<file path="config.mk">
export PLATFORM = sky130hd
export DESIGN_NAME = irq_dispatch
export DESIGN_NICKNAME = d
export VERILOG_FILES = /design/src/rtl/irq_dispatch.sv
export SDC_FILE = /design/constraint.sdc
export NUM_CORES = 1
export LEC_CHECK = 0
export CORE_MARGIN = 2
export CORE_UTILIZATION = 62
export DETAILED_ROUTE_END_ITERATION = 10
export DONT_BUFFER_PORTS = 1
export GPL_TIMING_DRIVEN = 0
export PLACE_DENSITY = 0.84
export SLEW_MARGIN = 10
export SYNTH_ARGS = -nofsm -noshare
export SYNTH_HDL_FRONTEND = slang
export SYNTH_SLANG_ARGS = --single-unit
</file>
<file path="constraint.sdc">
create_clock -name clk -period 2.8 [get_ports clk]
set_clock_uncertainty 0.15 [all_clocks]
set_input_delay 0.56 -clock clk [delete_from_list [all_inputs] [get_ports clk]]
set_output_delay 0.56 -clock clk [all_outputs]
set_load 0.05 [all_outputs]
</file>
<file path="src/rtl/irq_dispatch.sv">
// Interrupt dispatch stage: collects bank events into pending registers, feeds the
// priority encoder, and runs the irq / cpu_ack / eoi handshake with the CPU.
module irq_dispatch #(
    parameter int ACK_TIMEOUT = 64
) (
    input  logic       clk,
    input  logic       rst_n,
    input  logic [8:0] evt_a,
    input  logic [8:0] evt_b,
    input  logic [8:0] evt_c,
    input  logic       glb_en,
    output logic [8:0] req_a,
    output logic [8:0] req_b,
    output logic [8:0] req_c,
    input  logic       enc_pa,
    input  logic       enc_pb,
    input  logic       enc_pc,
    input  logic [3:0] enc_chan,
    output logic       irq,
    output logic [5:0] irq_vec,
    input  logic       cpu_ack,
    input  logic       eoi,
    output logic       busy,
    output logic       err,
    output logic [7:0] tmo_cnt
);

    typedef enum logic [1:0] {
        IDLE    = 2'd0,
        ASSERT  = 2'd1,
        SERVICE = 2'd2
    } state_t;

    localparam logic [7:0] TMO_LAST = 8'(ACK_TIMEOUT - 1);

    state_t     state, next_state;
    logic [8:0] pend_a, pend_b, pend_c;
    logic [8:0] clr_a, clr_b, clr_c;
    logic [7:0] ack_cnt;
    logic [5:0] vec_q;
    logic [1:0] enc_bank;
    logic       enc_any;
    logic       enc_illegal;
    logic       do_latch;
    logic       do_clear;
    logic       do_tmo;
    logic       err_set;

    assign enc_any     = enc_pa | enc_pb | enc_pc;
    assign enc_illegal = (enc_chan > 4'd8) ||
                         (enc_pa & enc_pb) || (enc_pa & enc_pc) || (enc_pb & enc_pc);
    assign enc_bank    = enc_pa ? 2'd0 : (enc_pb ? 2'd1 : 2'd2);

    always_comb begin
        next_state = state;
        do_latch   = 1'b0;
        do_clear   = 1'b0;
        do_tmo     = 1'b0;
        err_set    = 1'b0;
        case (state)
            IDLE: begin
                if (glb_en && enc_any) begin
                    if (enc_illegal) begin
                        err_set = 1'b1;
                    end else begin
                        do_latch   = 1'b1;
                        next_state = ASSERT;
                    end
                end
            end
            ASSERT: begin
                // Ack beats both a withdraw and a coincident timeout.
                if (cpu_ack) begin
                    do_clear   = 1'b1;
                    next_state = SERVICE;
                end else if (!glb_en) begin
                    next_state = IDLE;
                end else if (ack_cnt == TMO_LAST) begin
                    do_tmo     = 1'b1;
                    next_state = IDLE;
                end
            end
            SERVICE: begin
                if (eoi) begin
                    next_state = IDLE;
                end
            end
            default: next_state = IDLE;
        endcase
    end

    always_comb begin
        clr_a = '0;
        clr_b = '0;
        clr_c = '0;
        if (do_clear && vec_q[3:0] <= 4'd8) begin
            case (vec_q[5:4])
                2'd0:    clr_a[vec_q[3:0]] = 1'b1;
                2'd1:    clr_b[vec_q[3:0]] = 1'b1;
                2'd2:    clr_c[vec_q[3:0]] = 1'b1;
                default: ;
            endcase
        end
    end

    always_ff @(posedge clk or negedge rst_n) begin
        if (!rst_n) begin
            state   <= IDLE;
            pend_a  <= '0;
            pend_b  <= '0;
            pend_c  <= '0;
            ack_cnt <= '0;
            vec_q   <= '0;
            err     <= 1'b0;
            tmo_cnt <= '0;
        end else begin
            state  <= next_state;
            // A set in the same cycle as the clear keeps the bit pending.
            pend_a <= (pend_a & ~clr_a) | evt_a;
            pend_b <= (pend_b & ~clr_b) | evt_b;
            pend_c <= (pend_c & ~clr_c) | evt_c;
            if (do_latch) begin
                vec_q   <= {enc_bank, enc_chan};
                ack_cnt <= '0;
            end else if (state == ASSERT) begin
                ack_cnt <= ack_cnt + 8'd1;
            end
            if (err_set) begin
                err <= 1'b1;
            end
            if (do_tmo && tmo_cnt != 8'hFF) begin
                tmo_cnt <= tmo_cnt + 8'd1;
            end
        end
    end

    assign req_a   = pend_a;
    assign req_b   = pend_b;
    assign req_c   = pend_c;
    assign irq     = (state == ASSERT);
    assign busy    = (state != IDLE);
    assign irq_vec = vec_q;

endmodule

</file>
Word level (Yosys, flattened, before mapping)
Index checks and enable logic that the tools add are counted.
{ "classes": {"add_sub_neg": 2, "magnitude_cmp": 4, "n_eq_ne": 10, "n_mux": 31, "bitwise_logic": 14, "reduce_logical": 12} }
{ "ops": {"columns": ["cell", "n"], "rows": [
  ["2-to-1 mux 9 bit", 6],
  ["bitwise AND 9 bit", 3],
  ["inverter 9 bit", 3],
  ["OR 9 bit", 3],
  ["adder 8 x 1 -> 8 bit, second input constant", 2],
  ["2-to-1 mux 2 bit", 8],
  ["2-to-1 mux 8 bit", 2],
  ["2-to-1 mux 1 bit", 13],
  ["== test 8 x 6 -> 1 bit, second input constant", 1],
  ["!= test 8 bit, second input constant", 1],
  ["!= test 2 bit, second input constant", 3],
  ["case mux 2 bit (3 select lines)", 1],
  ["< comparator 4 x 5 -> 1 bit, second input constant", 1],
  ["demux 1 bit (select 4 bit)", 1],
  ["== test 2 x 1 -> 1 bit, second input constant", 2],
  ["== test 2 bit, second input constant", 2],
  ["greater-or-equal comparator 4 x 1 -> 1 bit, second input constant", 1],
  ["> comparator 4 bit, second input constant", 1],
  ["<= comparator 4 bit, second input constant", 1],
  ["logical AND 1 bit", 4],
  ["zero test 2 bit", 2],
  ["!= test 4 x 2 -> 1 bit, second input constant", 1],
  ["AND reduction 4 bit", 1],
  ["nonzero test 2 bit", 2],
  ["other kinds (3)", 8]
]} }
{ "word_totals": {"regBits": 52, "in_bits": 39, "out_inout_bits": 44, "word_cells": 81} }

Longest topological paths before layout
Gate-level depths: netlist of run 1.
{ "depth": {"ltp_word": 9, "ltp_mapped": 6, "depth_no_buf": 5} }

Least setup slack after synthesis of run 1
Ideal clock, no wire load.
{ "synth_path": {"kind": "input -> register", "from": "in cpu_ack", "to": "reg tmo_cnt[1]", "setup_ns": 0.125, "t_arrival_ns": 1.900, "t_required_ns": 2.525, "path_slack_ns": 0.625, "path_stages": 5, "path_buffers": 1, "cell_sequence": "nand4bb_1 -> or4_1 -> buf_2 -> nor2_1 -> mux2_2"} }
{ "synth_via": {"elab_chain_cells": 3} }
{ "synth_rtl": {"columns": ["item", "line", "source"], "rows": [
  ["from (decl)", "21", "input logic cpu_ack,"],
  ["2-to-1 mux 1 bit", "73", "if (cpu_ack) begin"],
  ["2-to-1 mux 1 bit", "60", "case (state)"],
  ["logical AND 1 bit", "131", "if (do_tmo && tmo_cnt != 8'hFF) begin"],
  ["to (signal assigned)", "132", "tmo_cnt <= tmo_cnt + 8'd1;"],
  ["to (decl)", "25", "output logic [7:0] tmo_cnt"]
]} }
Every way passes these cells.
A chain may end at the register's enable or synchronous reset.

Worst setup path in the final report of run 1
{ "layout_path": {"from": "reg state[0]", "to": "out irq"} }
{ "layout_via": {"elab_chain_cells": 1} }
{ "layout_rtl": {"columns": ["item", "line", "source"], "rows": [
  ["from (decl)", "36", "state_t state, next_state;"],
  ["from (signal assigned)", "117", "state <= next_state;"],
  ["== test 2 x 1 -> 1 bit", "140", "assign irq = (state == ASSERT);"],
  ["to (decl)", "19", "output logic irq,"]
]} }
Every way passes these cells.

==> flow_summary_export.csv, run 1 <==
group,metric,value,unit
worst_setup_path,crit_arrival,1.66,ns
yosys,synth_top_area_cell,"dfrtp_1",
route,num_vias,1687,
power_and_ir_drop,power,1.64,mW
final_layout,post-route-util,69.3,%
placement,placedCellCount,270,
cts,clockBufferDepth,2,
power_and_ir_drop,leakage,0.939,nW
timing,fin_ws,0.433,ns
route,wl,4670,um
timing,rsz0062_at_grt,"no",
yosys,synth_ff_type,"dfrtp_1",
worst_setup_path,r2r-end,"tmo_cnt[1]",
timing,final-max-slew-violation-count,0,
placement,portBuffers,0,
final_layout,final_cells,280,
cts,clk_latency,0.30,ns
worst_setup_path,setup.worst_path.end_class,"output port",
worst_setup_path,crit_fanout,10,
cts,cts_resized,0,
final_layout,design_area,2540,sq um
cts,numClockSinks,52,
yosys,ys_seq_elements,52,
timing,min_period,2.37,ns
timing,fin_setup_tns,0,ns
floorplanning,ioPinCount,83,
cts,cts_hold_buf,2,
route,drt_iter0_markers,83,
global_route,grtUsageTotal,23.9,%
hold_path,hold_path.class,"in -> reg",
yosys,yosysMostFrequentCell,"dfrtp_1",
floorplanning,core,3660,sq um
cts,cts_setup_buffers,0,
timing,worst_pin_slew,0.699,ns
cts,cts_buffers,5,
cts,clk_pin_slew,0.09,ns
timing,timing.final.crit_share,84.5,%
cts,cts-root-buf,"clkbuf_8",
power_and_ir_drop,ir_drop,0.386,mV
route,ant_nets,0,
yosys,ys_warn_count,0,
worst_setup_path,slowest_stage,"inv_1",
yosys,synth-async-reset-ratio,100,%
floorplanning,die_h,65.5,um
worst_setup_path,reg2reg_from,"ack_cnt[0]",
timing,slew-limit-headroom,52.9,%
timing,finalHoldViolCount,0,
hold_path,min_path_cells,1,
worst_setup_path,rrSetupSlack,0.52,ns
floorplanning,dieArea,4290,sq um
global_route,antenna_found_initial,0,
cts,cts_tree,"built",
final_layout,final_nets,272,
route,wl_per_cell,16.7,um
yosys,synth_cell_type_count,37,
timing,holdWs,0.189,ns
yosys,yosysSeqAreaShare,55.4,%
route,drt_drc_violations_left,0,
worst_setup_path,crit_chain,"or2b_1, clkbuf_1, inv_1",
yosys,synthTopCellsByCount,"dfrtp_1 (52), nand2_1 (31), a21o_1 (27), nor2_1 (13)",
hold_path,hold_end,"req_b[1]",
global_route,grt_max_degree,53,
yosys,syn-num-nets,263,
worst_setup_path,startpoint_type,"flop",
yosys,syn_inst,222,
placement,placed_area,2410,sq um
floorplanning,rows,22,
yosys,avgSynthCellArea,10.6,sq um
placement,hpwlAfterDp,3470,um
final_layout,fill_cells,293,
worst_setup_path,r2r_cells,6,
cts,htreeDepth,2,
global_route,grt.overflow.total,0,
final_layout,drive_gt1_share,8.19,%
status,status,"finished clean",
timing,max_freq,422,MHz
worst_setup_path,critPathKind,"reg -> out",
yosys,synth.area.top_cells,"dfrtp_1 (55%), a21o_1 (8.6%), nand2_1 (5.0%)",
run,cap_violations,0,
yosys,synth_top_area_share,55.4,%
placement,gp_congestion,0.810,
global_route,grt_pass1_wl,7720,um
yosys,synth_edf_count,0,
final_layout,num_antenna_cells,0,
final_layout,syn_to_final_growth,8.16,%
hold_path,holdCritStartpoint,"evt_b[1]",
floorplanning,initial_utilization,64.1,%
global_route,grt_pass1_vias,1688,
floorplanning,die_w,65.5,um
power_and_ir_drop,power.density,646,nW/um^2
worst_setup_path,critPathRequiredTime,2.09,ns
yosys,netlist_area,2350,sq um
route,viasPerCell,6.03,
placement,dp_slack,0.466,ns
route,dr.pass1.iters,4,
timing,setup_viol,0,
worst_setup_path,cp_slowest_stage_delay,0.46,ns
-- routing by layer --
layer	up-vias	routed length, um	global-route usage (%)
li1	799	-	-
met1	817	2010	30.6
met2	64	2230	37.8
met3	7	325	7.19
met4	0	102	9.90
met5	-	0	0
-- area by class of cell --
| cell class | count | area, sq um | share of cell area (%) |
|---|---|---|---|
| Sequential cell | 52 | 1300 | 51.3 |
| Multi-Input combinational cell | 157 | 996 | 39.2 |
| Timing Repair Buffer | 2 | 37.5 | 1.48 |
| Clock inverter | 1 | 7.51 | 0.296 |
| Inverter | 8 | 30.0 | 1.18 |
| Tap cell | 48 | 60.1 | 2.37 |
| Buffer | 5 | 20.0 | 0.789 |
| Clock buffer | 7 | 86.3 | 3.40 |
-- cells by family after synthesis --
| kind of cell | synth area share [%] |
|---|---|
| DFF | 55.4 |
| adders and majority gates | 1.07 |
| buffers and inverters | 2.13 |
| xor gates and xnor gates | 2.61 |
| muxes | 3.73 |
| AOI/OAI and AO/OA | 14.4 |
| and+or+nand+nor | 20.6 |
-- worst max path at each step --
stage / startpoint / endpoint / slack [ns] / cells past startpoint
after floorplan: cpu_ack / tmo_cnt[1] / 0.63 / 5
after global placement: enc_chan[0] / irq_vec[2] / 0.45 / 4
after detailed placement: enc_chan[0] / irq_vec[1] / 0.47 / 4
after CTS: state[0] / irq / 0.41 / 3
after global routing: state[0] / irq / 0.31 / 3
final: state[0] / irq / 0.43 / 3
-- power breakdown --
part	internal, mW	total [mW]	switching [mW]
Sequential	0.798	0.973	0.175
Clock	0.201	0.441	0.240
Combinational	0.0891	0.225	0.136
-- registers in the layout (all words and copies together) (netlist names) --
name	flops
req_b	9
err	1
ack_cnt	8
irq_vec	6
tmo_cnt	8
req_c	9
state	2
req_a	9
-- placed cells by master, fill, tap and decap left out, drive strengths merged, types with 3 or more instances in the layout --
cell,instances
a21o,27
clkbuf,11
dfrtp,52
inv,8
mux2,6
nand2,31
nand2b,6
nand3,10
nor2,13
nor2b,3
nor3,6
nor4,6
o211ai,4
o21ai,10
or3,3
xor2,7
-- critical path, delay by kind of cell, from the launching register on --
family / cells / cell delay [ns]
and+or+nand+nor: 1 / 0.25
DFF: 1 / 0.44
buffers and inverters: 2 / 0.66
(Power assumes the default switching activity.)
==> inputs of run 2 (changes only) <==
==> constraint.sdc (replaced) <==
create_clock -name clk -period 2.2 [get_ports clk]
set_clock_uncertainty 0.15 [all_clocks]
set_input_delay 0.44 -clock clk [delete_from_list [all_inputs] [get_ports clk]]
set_output_delay 0.44 -clock clk [all_outputs]
set_load 0.05 [all_outputs]
==> run 2 against run 1 <==
Against the previous run: worst hold slack got worse by 0.12 ns; first-iteration DRC count is 25% lower; die area unchanged; cell area grew 4.5%; utilization grew 3.1 points; critical path depth grew 2; total power rose by 31%; critical path type is now reg -> reg; largest cell class unchanged; highest routed layer unchanged.
==> flow_summary_export.csv, run 2 (synthesized netlist as in run 1, its figures left out) <==
group,metric,value,unit
status,status,"finished clean",
route,viasPerCell,6.16,
floorplanning,core,3660,sq um
final_layout,syn_to_final_growth,13.1,%
worst_setup_path,critPathKind,"reg -> reg",
placement,portBuffers,0,
worst_setup_path,crit_fanout,8,
route,num_vias,1737,
hold_path,hold_path.class,"in -> reg",
timing,worst_pin_slew,0.722,ns
power_and_ir_drop,p_seq_share,58.3,%
cts,htreeDepth,2,
placement,gp_congestion,0.810,
cts,cts_buffers,5,
power_and_ir_drop,power,2.15,mW
floorplanning,ioPinCount,83,
placement,hpwlAfterDp,3470,um
floorplanning,initial_utilization,64.1,%
global_route,antenna_found_initial,0,
route,ant_nets,0,
worst_setup_path,cp_slowest_stage_delay,0.52,ns
power_and_ir_drop,power.density,810,nW/um^2
power_and_ir_drop,intPower,1.42,mW
route,wl_per_cell,17.5,um
power_and_ir_drop,p_switching,0.730,mW
timing,timing.final.crit_share,96.2,%
cts,clk_latency,0.31,ns
final_layout,num_antenna_cells,0,
timing,min_period,2.12,ns
worst_setup_path,path_buf_inv,1,
timing,finalHoldViolCount,0,
timing,setup_viol,0,
cts,numClockSinks,52,
global_route,grt_max_degree,53,
worst_setup_path,startpoint_type,"flop",
floorplanning,dieArea,4290,sq um
route,wl,4940,um
cts,cts_tree,"built",
worst_setup_path,setup.worst_path.end_class,"flop",
run,cap_violations,0,
power_and_ir_drop,leakage,0.959,nW
cts,cts-root-buf,"clkbuf_8",
floorplanning,die_w,65.5,um
worst_setup_path,crit_arrival,2.20,ns
placement,dp_slack,-0.0517,ns
route,dr.pass1.iters,4,
timing,fin_ws,0.0833,ns
timing,fin_setup_tns,0,ns
floorplanning,die_h,65.5,um
route,drt_iter0_markers,62,
cts,clockBufferDepth,2,
worst_setup_path,crit_family,"simple AND/OR/NAND/NOR gates",
global_route,grt_pass1_wl,7730,um
power_and_ir_drop,p_comb_share,15.4,%
power_and_ir_drop,ir_drop,0.513,mV
worst_setup_path,critPathRequiredTime,2.28,ns
final_layout,fill_cells,279,
final_layout,mostFrequentLayoutCell,"dfrtp_1",
final_layout,drive_gt1_share,15.8,%
global_route,grtUsageTotal,24.0,%
final_layout,post-route-util,72.5,%
final_layout,final_cell_mix,"dfrtp_1 (49), nand2_1 (31), a21o_1 (27)",
power_and_ir_drop,p_sw_share,34.0,%
route,drt_drc_violations_left,0,
timing,max_freq,472,MHz
worst_setup_path,slowest_stage,"or4_4",
global_route,grt.overflow.total,0,
final_layout,final_nets,274,
timing,rsz0062_at_grt,"yes",
timing,final-max-slew-violation-count,0,
power_and_ir_drop,clock_power_share,26.3,%
floorplanning,rows,22,
worst_setup_path,crit_chain,"nand4bb_4, or4_4, buf_6, nor4b_2, xor2_1",
timing,slew-limit-headroom,51.4,%
cts,clk_pin_slew,0.09,ns
global_route,grt_pass1_vias,1672,
## run 2: changes by cell type in the layout (fill, tap and decap cells not counted), moves of 2 or more
cell / delta
buf_4: +3
dfrtp_1: -3
dfrtp_2: +3
nor2_1: -3
nor2_2: +3
nor4_1: -2
## run 2: area by class of cell
cell class	instances	area, sq um	area share, %
inverter	8	33.8	1.27
tap	48	60.1	2.26
timing repair buffer	5	60.1	2.26
buffer	4	22.5	0.849
clock inverter	1	7.51	0.283
sequential	52	1310	49.2
clock buffer	7	86.3	3.25
multi-input combinational	157	1080	40.6
## run 2: path summary, 6_finish.rpt
check                      startpoint         end  slack, ns  depth (start not counted)
setup / recovery             state[1]  tmo_cnt[4]       0.08                          5
max in group asynchronous       rst_n  irq_vec[5]       1.17                          2
hold / removal               evt_b[1]    req_b[1]       0.07                          1
hold reg to reg            ack_cnt[6]  ack_cnt[6]       0.37                          1
min in group asynchronous       rst_n  tmo_cnt[2]       0.49                          2
setup reg to reg             state[1]  tmo_cnt[4]       0.08                          5
## run 2: what timing repair did
action,in CTS,in global routing
endpoints found under the hold margin,52,0
pin swaps,0,2
hold buffers,2,0
endpoints found under the setup margin,2,26
resized for setup,3,18
setup buffers,1,2
## run 2: through the flow
stage,cells,hold WS (ns),cell area [sq um]
global route,282,0.0587,2650
detailed placement,270,-0.00443,2410
global placement,270,-0.00464,2410
finish,282,0.0659,2650
floorplan,222,-0.00559,2350
CTS,280,0.0626,2550
## run 2: layer usage
layer | track usage, % | share of wire, % | vias up
met5 | 0 | 0 | -
met4 | 8.85 | 1.5 | 0
met3 | 7.19 | 7.4 | 5
met2 | 38.1 | 49 | 75
met1 | 31.1 | 42 | 851
li1 | - | - | 806
## run 2: power by group through the flow
| stage | logic [mW] | clock network (mW) | registers [mW] |
|---|---|---|---|
| floorplan | 0.220 | 0 | 1.23 |
| global placement | 0.251 | 0 | 1.25 |
| detailed placement | 0.260 | 0 | 1.26 |
| CTS | 0.303 | 0.574 | 1.23 |
| global route | 0.381 | 0.601 | 1.27 |
| finish | 0.332 | 0.565 | 1.25 |
==> inputs of run 3 (changes only) <==
--- a/config.mk
+++ b/config.mk
@@ -6,11 +6,11 @@
 export NUM_CORES = 1
 export LEC_CHECK = 0
 export CORE_MARGIN = 2
-export CORE_UTILIZATION = 62
+export CORE_UTILIZATION = 60
 export DETAILED_ROUTE_END_ITERATION = 10
 export DONT_BUFFER_PORTS = 1
 export GPL_TIMING_DRIVEN = 0
-export PLACE_DENSITY = 0.84
+export PLACE_DENSITY = 0.82
 export SLEW_MARGIN = 10
 export SYNTH_ARGS = -nofsm -noshare
 export SYNTH_HDL_FRONTEND = slang
==> constraint.sdc (replaced) <==
create_clock -name clk -period 2.2 [get_ports clk]
set_clock_uncertainty 0.15 [all_clocks]
set_input_delay 0.33 -clock clk [delete_from_list [all_inputs] [get_ports clk]]
set_output_delay 0.33 -clock clk [all_outputs]
set_load 0.05 [all_outputs]
==> run 3 against run 2 <==
Against the previous run: clock power decreased by 4%; critical path depth increased by 1; first-iteration DRC count increased by 100%; register-to-register slack got worse by 0.03 ns; worst hold slack got worse by 0.041 ns; critical endpoint is now tmo_cnt[5]; largest cell class unchanged.
==> flow_summary_export.csv, run 3 (synthesized netlist as in run 1, its figures left out) <==
group,metric,value,unit
cts,cts_buffers,5,
route,dr.pass1.iters,4,
global_route,antenna_found_initial,0,
timing,min_period,2.15,ns
route,met1Wirelength,2220,um
timing,fin_setup_tns,0,ns
worst_setup_path,rrSetupSlack,0.05,ns
timing,slew-limit-headroom,52.6,%
cts,cts-root-buf,"clkbuf_8",
worst_setup_path,crit_arrival,2.21,ns
timing,worst_pin_slew,0.710,ns
placement,portBuffers,0,
worst_setup_path,critPathCapture,"tmo_cnt[5]",
floorplanning,initial_utilization,63.2,%
worst_setup_path,slowest_stage,"or4_4",
status,status,"finished clean",
final_layout,drive_gt1_share,12.9,%
worst_setup_path,r2r-end,"tmo_cnt[5]",
global_route,grt_pass1_wl,8540,um
global_route,grtUsageTotal,25.7,%
final_layout,post-route-util,78.9,%
worst_setup_path,r2r_cells,6,
worst_setup_path,setup.worst_path.end_class,"flop",
placement,hpwlAfterDp,3540,um
timing,finalHoldViolCount,0,
route,wl_per_cell,17.3,um
cts,numClockSinks,52,
run,cap_violations,0,
timing,setup_viol,0,
placement,gp_congestion,0.778,
global_route,grt_max_degree,53,
route,viasPerCell,5.98,
route,route.met3.wl,414,um
final_layout,syn_to_final_growth,24.9,%
floorplanning,die_h,66.5,um
floorplanning,core,3720,sq um
route,num_vias,1860,
power_and_ir_drop,power.density,749,nW/um^2
final_layout,final_nets,303,
route,drt_drc_violations_left,0,
power_and_ir_drop,ir_drop,0.535,mV
worst_setup_path,crit_chain,"ha_4, nand4_1, or4_4, buf_8, nor4_4, xor2_1",
worst_setup_path,critPathKind,"reg -> reg",
floorplanning,rows,22,
worst_setup_path,critPathLaunch,"ack_cnt[1]",
power_and_ir_drop,leakage,1.09,nW
global_route,grt_pass1_vias,1903,
hold_path,hold_path.class,"in -> reg",
worst_setup_path,reg2reg_from,"ack_cnt[1]",
global_route,grt.overflow.total,0,
timing,final-max-slew-violation-count,0,
floorplanning,ioPinCount,83,
route,wl_met2,2690,um
cts,clockBufferDepth,2,
final_layout,design_area,2930,sq um
floorplanning,dieArea,4430,sq um
route,wl,5400,um
route,ant_nets,0,
floorplanning,die_w,66.5,um
final_layout,mostFrequentLayoutCell,"dfrtp_1",
timing,holdWs,0.0245,ns
final_layout,num_antenna_cells,0,
final_layout,final_cell_mix,"dfrtp_1 (52), nand2_1 (31), dlygate4sd3_1 (29), a21o_1 (27)",
route,drt_iter0_markers,127,
cts,cts_tree,"built",
worst_setup_path,startpoint_type,"flop",
timing,max_freq,466,MHz
cts,htreeDepth,2,
cts,clk_latency,0.30,ns
worst_setup_path,cp_slowest_stage_delay,0.45,ns
worst_setup_path,critPathRequiredTime,2.26,ns
route,highest_layer,"met4",
worst_setup_path,crit_fanout,8,
placement,placed_area,2410,sq um
timing,rsz0062_at_grt,"yes",
cts,clk_pin_slew,0.09,ns
timing,timing.final.crit_share,97.6,%
## run 3: timing repair
action	in CTS	in global routing
endpoints found under the hold margin	80	0
setup buffers	1	3
pin swaps	0	3
endpoints found under the setup margin	6	23
resized for setup	6	14
hold buffers	30	0
## run 3: area by class of cell
| class | count | area [sq um] |
|---|---|---|
| plain buffers | 4 | 27.5 |
| repair buffers | 34 | 348 |
| well taps | 48 | 60.1 |
| inverters | 8 | 33.8 |
| fillers | 246 | 785 |
| clock buffers | 8 | 90.1 |
| flip-flops and latches | 52 | 1300 |
| multi-input cells | 157 | 1070 |
## run 3: critical path: cells and delay by family (launching register included)
kind                       cells  cell delay (ns)
DFF                            1             0.44
buffers and inverters          1             0.16
xor gates and xnor gates       1             0.20
and+or+nand+nor                3             0.92
adders and majority gates      1             0.18
## run 3: per-stage QoR
| step | cells | worst slack, ns | power (mW) |
|---|---|---|---|
| 4_1_cts | 309 | 0.00157 | 2.16 |
| 3_3_place_gp | 270 | -0.0386 | 1.51 |
| 3_5_place_dp | 270 | -0.0616 | 1.53 |
| 5_1_grt | 311 | -0.0351 | 2.30 |
| 6_report | 311 | 0.0531 | 2.19 |
| 2_1_floorplan | 222 | 0.105 | 1.45 |
## run 3: worst min path at each step
stage               slack (ns)  cells after the start         end        start
floorplan                -0.12                      0  ack_cnt[0]        rst_n
global placement         -0.11                      0  tmo_cnt[7]        rst_n
detailed placement       -0.11                      0  tmo_cnt[7]        rst_n
CTS                       0.02                      3    state[1]          eoi
global route              0.01                      1  irq_vec[1]  enc_chan[1]
finish                    0.02                      3    state[1]          eoi
## run 3: layer usage
metal  up-vias  GRT usage (%)
met5         -              0
met4         0           7.65
met3         7           6.93
met2        78           42.6
met1       902           32.8
li1        873              -
## run 3: report_power, final
part | switching (mW) | leakage (nW) | total (mW) | internal, mW
combinational | 0.210 | 0.476 | 0.400 | 0.190
sequential | 0.235 | 0.566 | 1.25 | 1.02
clock | 0.288 | 0.0455 | 0.545 | 0.257
